==> src/rtl/mux_arbiter.sv <==
// Two-requester round-robin burst arbiter driving a shared mux select,
// with a single-entry valid/ready output register.
module mux_arbiter #(
   parameter int SIZE      = 1,
   parameter int MAX_BURST = 16
) (
   input  logic            CLK,
   input  logic            RST,
   input  logic            REQ_A,
   input  logic [SIZE-1:0] DATA_A,
   input  logic            LAST_A,
   output logic            GNT_A,
   input  logic            REQ_B,
   input  logic [SIZE-1:0] DATA_B,
   input  logic            LAST_B,
   output logic            GNT_B,
   output logic            SEL,
   output logic [SIZE-1:0] OUT,
   output logic            OUT_VALID,
   input  logic            OUT_READY
);

   typedef enum logic [1:0] {
      IDLE  = 2'd0,
      OWN_A = 2'd1,
      OWN_B = 2'd2
   } arbState_t;

   localparam logic [7:0] LP_COUNT_MAX = 8'(MAX_BURST - 1);

   arbState_t       r_state;
   arbState_t       w_stateNext;
   logic            r_prio;
   logic [7:0]      r_count;
   logic [SIZE-1:0] r_out;
   logic            r_outValid;

   logic            w_slotFree;
   logic            w_countMax;
   logic            w_gntA;
   logic            w_gntB;
   logic            w_transfer;
   logic            w_release;
   logic [SIZE-1:0] w_data;

   assign w_slotFree = !r_outValid || OUT_READY;
   assign w_countMax = (r_count == LP_COUNT_MAX);
   assign w_transfer = w_gntA || w_gntB;
   assign w_data     = w_gntB ? DATA_B : DATA_A;

   // Arbitration: grants only flow from an owning state, and a release hands
   // straight over to a waiting peer so there is no bubble between bursts.
   always_comb begin
      w_stateNext = r_state;
      w_gntA      = 1'b0;
      w_gntB      = 1'b0;
      w_release   = 1'b0;
      case (r_state)
         IDLE: begin
            if (REQ_A && REQ_B) begin
               w_stateNext = r_prio ? OWN_B : OWN_A;
            end else if (REQ_A) begin
               w_stateNext = OWN_A;
            end else if (REQ_B) begin
               w_stateNext = OWN_B;
            end
         end
         OWN_A: begin
            w_gntA = REQ_A && w_slotFree;
            if (w_gntA && (LAST_A || w_countMax)) begin
               w_release   = 1'b1;
               w_stateNext = REQ_B ? OWN_B : IDLE;
            end
         end
         OWN_B: begin
            w_gntB = REQ_B && w_slotFree;
            if (w_gntB && (LAST_B || w_countMax)) begin
               w_release   = 1'b1;
               w_stateNext = REQ_A ? OWN_A : IDLE;
            end
         end
         default: w_stateNext = IDLE;
      endcase
   end

   always_ff @(posedge CLK) begin
      if (RST) begin
         r_state <= IDLE;
         r_prio  <= 1'b0;
         r_count <= 8'd0;
      end else begin
         r_state <= w_stateNext;
         if (w_release) begin
            r_count <= 8'd0;
            r_prio  <= (r_state == OWN_A);
         end else if (w_transfer) begin
            r_count <= r_count + 8'd1;
         end
      end
   end

   // Output word register; a consumed word clears VALID but OUT keeps its value.
   always_ff @(posedge CLK) begin
      if (RST) begin
         r_out      <= '0;
         r_outValid <= 1'b0;
      end else if (w_transfer) begin
         r_out      <= w_data;
         r_outValid <= 1'b1;
      end else if (OUT_READY && r_outValid) begin
         r_outValid <= 1'b0;
      end
   end

   assign GNT_A     = w_gntA;
   assign GNT_B     = w_gntB;
   assign SEL       = (r_state == OWN_B);
   assign OUT       = r_out;
   assign OUT_VALID = r_outValid;

endmodule

==> config.mk <==
export PLATFORM = sky130hd
export DESIGN_NAME = mux_arbiter
export DESIGN_NICKNAME = d
export VERILOG_FILES = /design/src/rtl/mux_arbiter.sv
export SDC_FILE = /design/constraint.sdc
export NUM_CORES = 1
export LEC_CHECK = 0
export ABC_AREA = 0
export ABC_CLOCK_PERIOD_IN_PS = 1550
export CAP_MARGIN = 0
export CORE_ASPECT_RATIO = 0.8
export CORE_MARGIN = 2
export CORE_UTILIZATION = 40
export CTS_CLUSTER_DIAMETER = 50
export DETAILED_ROUTE_END_ITERATION = 12
export GPL_TIMING_DRIVEN = 0
export PLACE_DENSITY_LB_ADDON = 0.15
export SLEW_MARGIN = 20
export SYNTH_ARGS = -nofsm -noshare
export SYNTH_HDL_FRONTEND = slang
export SYNTH_SLANG_ARGS = --single-unit
==> constraint.sdc <==
create_clock -name CLK -period 1.55 [get_ports CLK]
set_input_delay 0.31 -clock CLK [delete_from_list [all_inputs] [get_ports CLK]]
set_output_delay 0.31 -clock CLK [all_outputs]
set_load 0.01 [all_outputs]
==> results of run 1 <==
==> worst paths after layout <==
kind              cells past startpoint                      end               startpoint
setup / recovery                      8  r_count[4]$_SDFFE_PP0P_  r_state[0]$_SDFFE_PP0P_
hold / removal                        2   OUT_VALID$_SDFFE_PP0P_                      RST
setup reg to reg                      8  r_count[4]$_SDFFE_PP0P_  r_state[0]$_SDFFE_PP0P_
hold reg to reg                       2      r_prio$_SDFFE_PP0P_      r_prio$_SDFFE_PP0P_
==> registers in the layout, indices dropped and copies added, names as in the netlist <==
name	flops
OUT	1
r_prio	1
OUT_VALID	1
r_count	8
r_state	2
==> cell usage after synthesis <==
cell	count
mux2i_1	4
or4_1	1
nand3_1	6
a211oi_1	2
dfxtp_1	13
nor4_1	3
or3_1	2
inv_1	6
a21oi_1	7
and4_1	1
buf_1	1
nand2b_1	5
nor3b_1	2
a311o_1	1
o21ai_0	3
buf_2	2
a31oi_1	1
o221ai_1	1
nor2_1	10
a22oi_4	1
nand2_1	5
nor2b_1	3
and3_1	1
xnor2_1	6
ha_1	5
o22ai_1	2
nor3_1	2
==> layout make-up <==
| class | instances | area, µm² |
|---|---|---|
| Fill cell | 162 | 660.6 |
| Clock buffer | 4 | 26.28 |
| Multi-Input combinational cell | 74 | 605.6 |
| Inverter | 6 | 25.02 |
| Tap cell | 24 | 30.03 |
| Timing Repair Buffer | 28 | 249.0 |
| Buffer | 2 | 8.758 |
| Sequential cell | 13 | 269.0 |
==> per-stage QoR <==
step                      hold WS, ps  util (%)  setup slack (ps)  total power, mW  setup TNS, ps
final                           420.1     64.75            -129.0            1.446          -1016
after global routing            446.5     64.75            -211.3            1.539          -1842
after CTS                       402.6     60.61            -169.5            1.346          -1489
after detailed placement        495.8     52.00            -468.6           0.9426          -4687
after global placement          490.8     52.00            -477.9           0.9286          -4490
after floorplan                 465.9         -            -3.387           0.7872         -6.773
==> layout by cell type, fill, tap and decap left out, types with 3 or more instances in the layout <==
cell type,n
buf_4,14
dfxtp_1,10
nor2_1,8
clkdlybuf4s50_1,7
xnor2_1,6
nand3_1,5
nand2_1,5
a21oi_1,5
buf_6,5
nand2b_1,4
mux2i_1,4
nor4_1,3
nor2b_1,3
inv_1,3
o21ai_0,3
ha_1,3
clkbuf_4,3
==> cells by family (layout without fill, tap and decap cells) <==
family / count (synthesis) / after routing / share of synthesized area [%]
buffers and inverters: 9 / 40 / 4.588
DFF: 13 / 13 / 32.91
adders and majority gates: 5 / 5 / 7.911
xor gates and xnor gates: 6 / 6 / 6.646
muxes: 4 / 4 / 5.063
and+or+nand+nor: 41 / 41 / 27.22
AOI/OAI and AO/OA: 18 / 18 / 15.66
==> power breakdown <==
| part | internal (mW) | switching (mW) | total (mW) |
|---|---|---|---|
| logic | 0.414 | 0.376 | 0.789 |
| registers | 0.388 | 0.0514 | 0.439 |
| clock network | 0.100 | 0.118 | 0.218 |
==> layer usage <==
layer	part of all wire [%]	track usage (%)	routed length [µm]
met1	45	24.58	973
met2	49	31.71	1057
met3	5.7	7.241	123
met4	0.87	6.154	19
met5	0	0	0
==> critical path, cell delays in order, from the launching register on <==
cell and delay [ps]:
dfxtp_4 360, inv_4 40, ha_4 150, buf_6 120, buf_6 110, a22oi_4 210
nor3_4 70, a311o_2 430, nor2_1 130
==> what timing repair did <==
item,CTS,global route
pin swaps,9,5
gates cloned,0,0
hold endpoints to repair,0,0
resized for setup,27,15
endpoints found under the setup margin,14,14
buffers inserted,12,4
==> flow_summary.ini, run 1 <==
[timing]
hold_viol = 0
skew_ps = 2.601
worst_pin_slew_ps = 593.2
finalWorstSetupSlack_ps = -129.0
setup_viol = 10
period_needed_ps = 1679
rsz0062_at_grt = true
max_freq_mhz = 595.6
max-slew-margin-rel_pct = 60.09
finalCritPeriodShare_pct = 108.3
report.final.slew_viol_count = 0

[critical_path]
worstSetupStartpointType = flop
worst-endpoint-required_ps = 1770
path_class = flop to flop
crit_arrival_ps = 1900
crit_fanout = 8
endpoint_kind = flop
r2r_setup_slack_ps = -130

[placement]
dp.cells = 132
placed_area_um2 = 974.7
dp_hpwl_um = 1293
place.gp.congestion = 0.7700
portBuffers = 12

[floorplanning]
initial_utilization_pct = 42.19
die_x_um = 53.71
die-area_mm2 = 0.002351
die_h_um = 43.77
pin_count = 14
row_count = 14
core_area_mm2 = 0.001874

[run_status]
run_status = finished, violations left
violations = setup timing

[detailed_routing]
drc_errors = 0
drt-total-wl_um = 2174
wl_per_cell_um = 14.40
vias_per_cell = 5.325
dr.first_iter.drc_count = 11
dr_total_vias = 804
first_pass_iters = 4
postRouteAntennaNets = 0

[clock_tree]
clock-root-buffer = clkbuf_4
holdBufCountCts = 0
cts_tree = built
cts.sinks = 13
clockBufferDepth = 2
clk_pin_slew_ps = 80
clk_latency_ps = 280
cts_max_level = 1
cts_made_buffers = 3

[global_route]
grt_pass1_vias = 734
grt_util_all_layers_pct = 19.80
overflow = 0
grt_pass1_wl_um = 3318
antenna_found_initial = 0
grt_max_degree = 11

[final_layout]
design_area_mm2 = 0.001214
diodes = 0
fin_nets = 142
final_cells = 151
drive_gt1_share_pct = 36.22
synthToLayoutAreaGrowth_pct = 53.48

[synth]
yosysTopAreaCellShare_pct = 32.91
synth_largest_area_cell = dfxtp_1
netlist_instances = 96
synthTopCellsByArea = dfxtp_1 33%, ha_1 7.9%, xnor2_1 6.6%, mux2i_1 5.1%, nor2_1 4.7%
synth-seq-cells = 13
ys_seq_area_share_pct = 32.91
ys_types = 27
syn-num-nets = 110
yosysWarnings = 0
syn_area_um2 = 790.8
syn_avg_cell_area_um2 = 8.237

[power_and_ir_drop]
p_per_area_mw_per_mm2 = 1192
leakage_nw = 0.4668
ir_drop_v = 0.0006375

[flow_run]
maxCapViolCount = 0

[worst_hold_path]
hp-class = input pin to flop
No activity file was read; power rests on OpenSTA's default activity.
==> run 2, diff against run 1 <==
--- a/config.mk
+++ b/config.mk
@@ -8,9 +8,11 @@
 export ABC_AREA = 0
 export ABC_CLOCK_PERIOD_IN_PS = 1550
 export CAP_MARGIN = 0
+export CELL_PAD_IN_SITES_DETAIL_PLACEMENT = 2
+export CELL_PAD_IN_SITES_GLOBAL_PLACEMENT = 2
 export CORE_ASPECT_RATIO = 0.8
-export CORE_MARGIN = 2
-export CORE_UTILIZATION = 40
+export CORE_MARGIN = 5
+export CORE_UTILIZATION = 26
 export CTS_CLUSTER_DIAMETER = 50
 export DETAILED_ROUTE_END_ITERATION = 12
 export GPL_TIMING_DRIVEN = 0
==> run 2 against run 1 <==
The flow still finishes with violations (setup timing). Sequential cell count is the same. Global-route usage is 6.6 points lower. Via count shrank 0.75%. Register-to-register slack better by 50 ps. First-iteration DRC count unchanged. Final cell count rose by 6.6%. Clock-buffer cell count shrank 1. Combinational power decreased by 2%. Clock power grew 47%. Clock skew increased by 1.6 ps. Total power grew 6.7%. Critical endpoint is now r_count[0]$_SDFFE_PP0P_. Highest routed layer unchanged.
==> flow_summary.ini, run 2 (synthesized netlist as in run 1, its figures left out) <==
[power_and_ir_drop]
p_total_mw = 1.542
netSwitchingFraction_pct = 39.07
clkPwrFrac_pct = 20.8
p_sw_uw = 602.7
leakage_nw = 0.4800
pwr-share-seq_pct = 29.1
ir_drop_v = 0.0005867
p_int_uw = 939.8
combPwrFrac_pct = 50.1
p_per_area_mw_per_mm2 = 1239

[flow_run]
maxCapViolCount = 0

[floorplanning]
initial_utilization_pct = 27.95
die_x_um = 71.66
core_area_mm2 = 0.002829
die_h_um = 59.33
row_count = 17
pin_count = 14
die-area_mm2 = 0.004251

[worst_hold_path]
worstHoldStart = RST
min_to = OUT_VALID$_SDFFE_PP0P_
hold_depth = 2
hp-class = input pin to flop

[critical_path]
r2r_setup_slack_ps = -80
crit_arrival_ps = 1810
crit_fanout = 8
rr_worst_depth = 6
worstSetupStartpointType = flop
endpoint_kind = flop
max_stage_delay_ps = 460
worst-endpoint-required_ps = 1730
reg2reg_from = r_state[0]$_SDFFE_PP0P_
cpMaxStageDelayCell = a311o_2
path_class = flop to flop
r2r_end = r_count[0]$_SDFFE_PP0P_
path_cells = inv_4 -> ha_1 -> inv_1 -> a211oi_4 -> a311o_2 -> nor2_1

[timing]
max-slew-margin-rel_pct = 66.62
setup_viol = 12
skew_ps = 4.163
report.final.slew_viol_count = 0
period_needed_ps = 1630
worst_pin_slew_ps = 496.5
hold_viol = 0
finalCritPeriodShare_pct = 105.2
max_freq_mhz = 613.4
finalWorstSetupSlack_ps = -80.33
rsz0062_at_grt = true

[final_layout]
fin_util_pct = 44.01
final_cells = 161
fin_nets = 138
synthToLayoutAreaGrowth_pct = 57.44
diodes = 0
fillers = 317
final_cell_mix = 9 x dfxtp_1, 9 x nor2_1, 9 x buf_4
seq_area_um2 = 270.3
multi_input_area_um2 = 635.6
drive_gt1_share_pct = 38.21
top_register = r_count
top_regs = r_count: 8 flops, r_state: 2 flops
largest_reg_flops = 8

[clock_tree]
cts_made_buffers = 3
cts_max_level = 1
clk_pin_slew_ps = 70
holdBufCountCts = 0
clock-root-buffer = clkbuf_8
cts.sinks = 13
cts_tree = built
clockBufferDepth = 2
clk_latency_ps = 250

[detailed_routing]
routed.top_layer = met4
wl_per_cell_um = 17.48
drc_errors = 0
dr_total_vias = 798
dr.first_iter.drc_count = 11
route.met3.wl_um = 103
met1_length_um = 1320
routed-wl-met2_um = 1374
first_pass_iters = 4
vias_per_cell = 4.957
drt-total-wl_um = 2815
postRouteAntennaNets = 0

[global_route]
grt_max_degree = 11
antenna_found_initial = 0
grt_pass1_wl_um = 4340
overflow = 0
grt_util_all_layers_pct = 13.24
grt_pass1_vias = 872

[placement]
place.gp.congestion = 0.7013
dp_hpwl_um = 1766
portBuffers = 12
dp.cells = 146

[run_status]
violations = setup timing
run_status = finished, violations left
## run 2: cell count changes in the layout (fill, tap and decap cells not counted), moves of 2 or more
cell | before | now
buf_2 | 1 | 3
buf_4 | 14 | 9
clkbuf_4 | 3 | 0
clkbuf_8 | 0 | 3
clkdlybuf4s50_1 | 7 | 5
nand3_1 | 5 | 3
nand3_2 | 0 | 3
nor4_1 | 3 | 1
## run 2: area by class of cell
class,count,share of cell area (%)
buffer,2,1.206
timing repair buffer,24,16.48
sequential,13,21.71
inverter,6,2.010
clock inverter,1,0.4020
clock buffer,3,3.317
tap,38,3.819
multi-input combinational,74,51.06
## run 2: worst max path at each step
stage	startpoint	to	slack, ps	cells after the start
2_1_floorplan	r_state[1]$_SDFFE_PP0P_	r_count[1]$_SDFFE_PP0P_	-3	7
3_3_place_gp	REQ_A	GNT_A	-500	3
3_5_place_dp	REQ_A	GNT_A	-510	3
4_1_cts	r_state[1]$_SDFFE_PP0P_	r_count[7]$_SDFFE_PP0P_	-100	6
5_1_grt	r_state[0]$_SDFFE_PP0P_	r_count[7]$_SDFFE_PP0P_	-130	6
6_report	r_state[0]$_SDFFE_PP0P_	r_count[0]$_SDFFE_PP0P_	-80	6
## run 2: per-layer routing
| layer | track usage, % | vias to the layer above |
|---|---|---|
| met5 | 0 | - |
| met3 | 4.237 | 2 |
| met4 | 2.413 | 0 |
| met2 | 22.64 | 15 |
| li1 | - | 390 |
| met1 | 16.50 | 391 |
## run 2: through the flow
step           hold WS [ps]  setup slack (ps)  cell area [µm²]  TNS (ps)
3_3_place_gp          489.6            -501.8            992.2     -4923
5_1_grt               505.0            -133.8             1245     -1299
3_5_place_dp          499.3            -510.3            992.2     -5066
2_1_floorplan         465.9            -3.387            824.5    -6.773
6_report              471.1            -80.33             1245    -725.7
4_1_cts               464.1            -100.3             1149    -623.0
## run 2: worst max-delay path: cells and delay by family (launching register included)
family                   cells  cell delay (ps)
AO/OA/AOI/OAI                2              500
adder cells (fa/ha/maj)      1              360
buffers and inverters        2              180
flip-flops                   1              390
AND/OR/NAND/NOR              1              130
## run 2: power by group through the flow
stage	Sequential [mW]	Clock [mW]	Combinational [mW]
6_report	0.449	0.320	0.773
5_1_grt	0.458	0.345	0.833
3_3_place_gp	0.435	0	0.520
2_1_floorplan	0.431	0	0.357
4_1_cts	0.447	0.333	0.661
3_5_place_dp	0.439	0	0.535
## run 2: what timing repair did
item	in CTS	in global routing
setup endpoints to repair	14	12
pin swaps	10	12
setup buffers	7	5
resized for setup	36	13
==> run 3, diff against run 2 <==
--- a/config.mk
+++ b/config.mk
@@ -8,15 +8,16 @@
 export ABC_AREA = 0
 export ABC_CLOCK_PERIOD_IN_PS = 1550
 export CAP_MARGIN = 0
-export CELL_PAD_IN_SITES_DETAIL_PLACEMENT = 2
-export CELL_PAD_IN_SITES_GLOBAL_PLACEMENT = 2
+export CELL_PAD_IN_SITES_DETAIL_PLACEMENT = 1
+export CELL_PAD_IN_SITES_GLOBAL_PLACEMENT = 1
 export CORE_ASPECT_RATIO = 0.8
 export CORE_MARGIN = 5
-export CORE_UTILIZATION = 26
+export CORE_UTILIZATION = 33
 export CTS_CLUSTER_DIAMETER = 50
 export DETAILED_ROUTE_END_ITERATION = 12
 export GPL_TIMING_DRIVEN = 0
 export PLACE_DENSITY_LB_ADDON = 0.15
+export SKIP_CTS_REPAIR_TIMING = 1
 export SLEW_MARGIN = 20
 export SYNTH_ARGS = -nofsm -noshare
 export SYNTH_HDL_FRONTEND = slang
==> constraint.sdc (replaced) <==
create_clock -name CLK -period 1.55 [get_ports CLK]
set_input_delay 0.155 -clock CLK [delete_from_list [all_inputs] [get_ports CLK]]
set_output_delay 0.155 -clock CLK [all_outputs]
set_load 0.01 [all_outputs]
==> run 3 against run 2 <==
The run still ends with setup timing left. Utilization up 5.9 points. Clock-buffer cell count unchanged. Sequential power down 3%. Worst hold slack worse by 210 ps. Via count down 4.0%. Register-to-register slack worse by 60 ps. Final cell count down 12%.
==> flow_summary.ini, run 3 (synthesized netlist as in run 1, its figures left out) <==
[clock_tree]
cts.sinks = 13
clockBufferDepth = 2
clk_pin_slew_ps = 80
clock-root-buffer = clkbuf_4
cts_tree = built
clk_latency_ps = 270
cts_made_buffers = 3
cts_max_level = 1

[timing]
setup_viol = 8
max-slew-margin-rel_pct = 66.64
worst_pin_slew_ps = 495.8
finalWorstSetupSlack_ps = -136.7
period_needed_ps = 1687
max_freq_mhz = 592.9
report.final.slew_viol_count = 0
rsz0062_at_grt = true
tns_ps = -890.1
finalCritPeriodShare_pct = 108.8
skew_ps = 5.254
hold_viol = 0

[critical_path]
max_stage_delay_ps = 480
path_class = flop to flop
worstSetupStartpointType = flop
crit_buf_inv = 1
r2r_setup_slack_ps = -140
path_cells = buf_6 -> ha_4 -> a22oi_4 -> nor3_4 -> a311o_2 -> a21oi_1
crit_arrival_ps = 1890
critical_path.top_delay_family = compound AO/OA/AOI/OAI gates
endpoint_kind = flop
cpMaxStageDelayCell = a311o_2
crit_fanout = 8
worst-endpoint-required_ps = 1760

[detailed_routing]
drt-total-wl_um = 2292
first_pass_iters = 4
drc_errors = 0
dr_total_vias = 766
postRouteAntennaNets = 0
vias_per_cell = 5.394
dr.first_iter.drc_count = 7
wl_per_cell_um = 16.14

[power_and_ir_drop]
leakage_nw = 0.4360
combPwrFrac_pct = 50.0
netSwitchingFraction_pct = 38.84
pwr-share-seq_pct = 33.9
ir_drop_v = 0.0005830
p_int_uw = 789.7
p_per_area_mw_per_mm2 = 1169
p_sw_uw = 501.6
clkPwrFrac_pct = 16.2
p_total_mw = 1.291

[global_route]
antenna_found_initial = 0
grt_util_all_layers_pct = 12.74
grt_pass1_wl_um = 3284
overflow = 0
grt_pass1_vias = 719
grt_max_degree = 11

[final_layout]
fin_nets = 132
top_regs = r_count: 8 flops, r_state: 2 flops
layout_commonest_cell = nor2_1
design_area_mm2 = 0.001105
fillers = 263
diodes = 0
synthToLayoutAreaGrowth_pct = 39.72
drive_gt1_share_pct = 27.35
largest_reg_flops = 8
final_cell_mix = 10 x nor2_1, 9 x clkdlybuf4s50_1, 7 x dfxtp_1
top_register = r_count

[placement]
placed_area_um2 = 975.9
portBuffers = 12
dp_slack_ps = -284.6
dp_hpwl_um = 1624
place.gp.congestion = 0.7723

[floorplanning]
core_area_mm2 = 0.002215
row_count = 15
die-area_mm2 = 0.003482
initial_utilization_pct = 35.71
die_x_um = 64.73
die_h_um = 53.79
pin_count = 14

[flow_run]
maxCapViolCount = 0

[run_status]
run_status = finished, violations left
violations = setup timing

[worst_hold_path]
hp-class = input pin to flop
-- run 3: through the flow --
step           hold WS, ps  cells  utilization [%]
3_3_place_gp         483.8    133            44.07
3_5_place_dp         489.3    133            44.07
2_1_floorplan        337.6     96                -
4_1_cts              239.9    137            45.31
5_1_grt              274.0    142            49.89
6_report             261.3    142            49.89
-- run 3: per-layer routing --
metal / track usage (%) / routed length (µm) / part of all wire [%]
met1: 14.18 / 1053 / 46
met2: 23.43 / 1121 / 49
met3: 5.219 / 82 / 3.6
met4: 2.105 / 35 / 1.5
met5: 0 / 0 / 0
-- run 3: layout make-up --
class	count	area [µm²]	area share, %
inverters	6	22.52	2.039
well taps	25	31.28	2.831
repair buffers	18	168.9	15.29
plain buffers	2	8.758	0.7928
flip-flops and latches	13	277.8	25.14
clock inverters	1	5.005	0.4530
clock buffers	3	22.52	2.039
multi-input cells	74	568.0	51.42
-- run 3: path summary, 6_finish.rpt --
check                            end               startpoint  depth (start not counted)
max reg2reg  r_count[7]$_SDFFE_PP0P_  r_state[1]$_SDFFE_PP0P_                          6
min           OUT_VALID$_SDFFE_PP0P_                      RST                          2
max          r_count[7]$_SDFFE_PP0P_  r_state[1]$_SDFFE_PP0P_                          6
min reg2reg      r_prio$_SDFFE_PP0P_      r_prio$_SDFFE_PP0P_                          2
-- run 3: power groups by stage --
stage	combinational (mW)	clock (mW)	sequential (mW)
2_1_floorplan	0.357	0	0.431
3_3_place_gp	0.510	0	0.433
3_5_place_dp	0.531	0	0.436
4_1_cts	0.535	0.225	0.427
5_1_grt	0.701	0.239	0.444
6_report	0.646	0.209	0.437
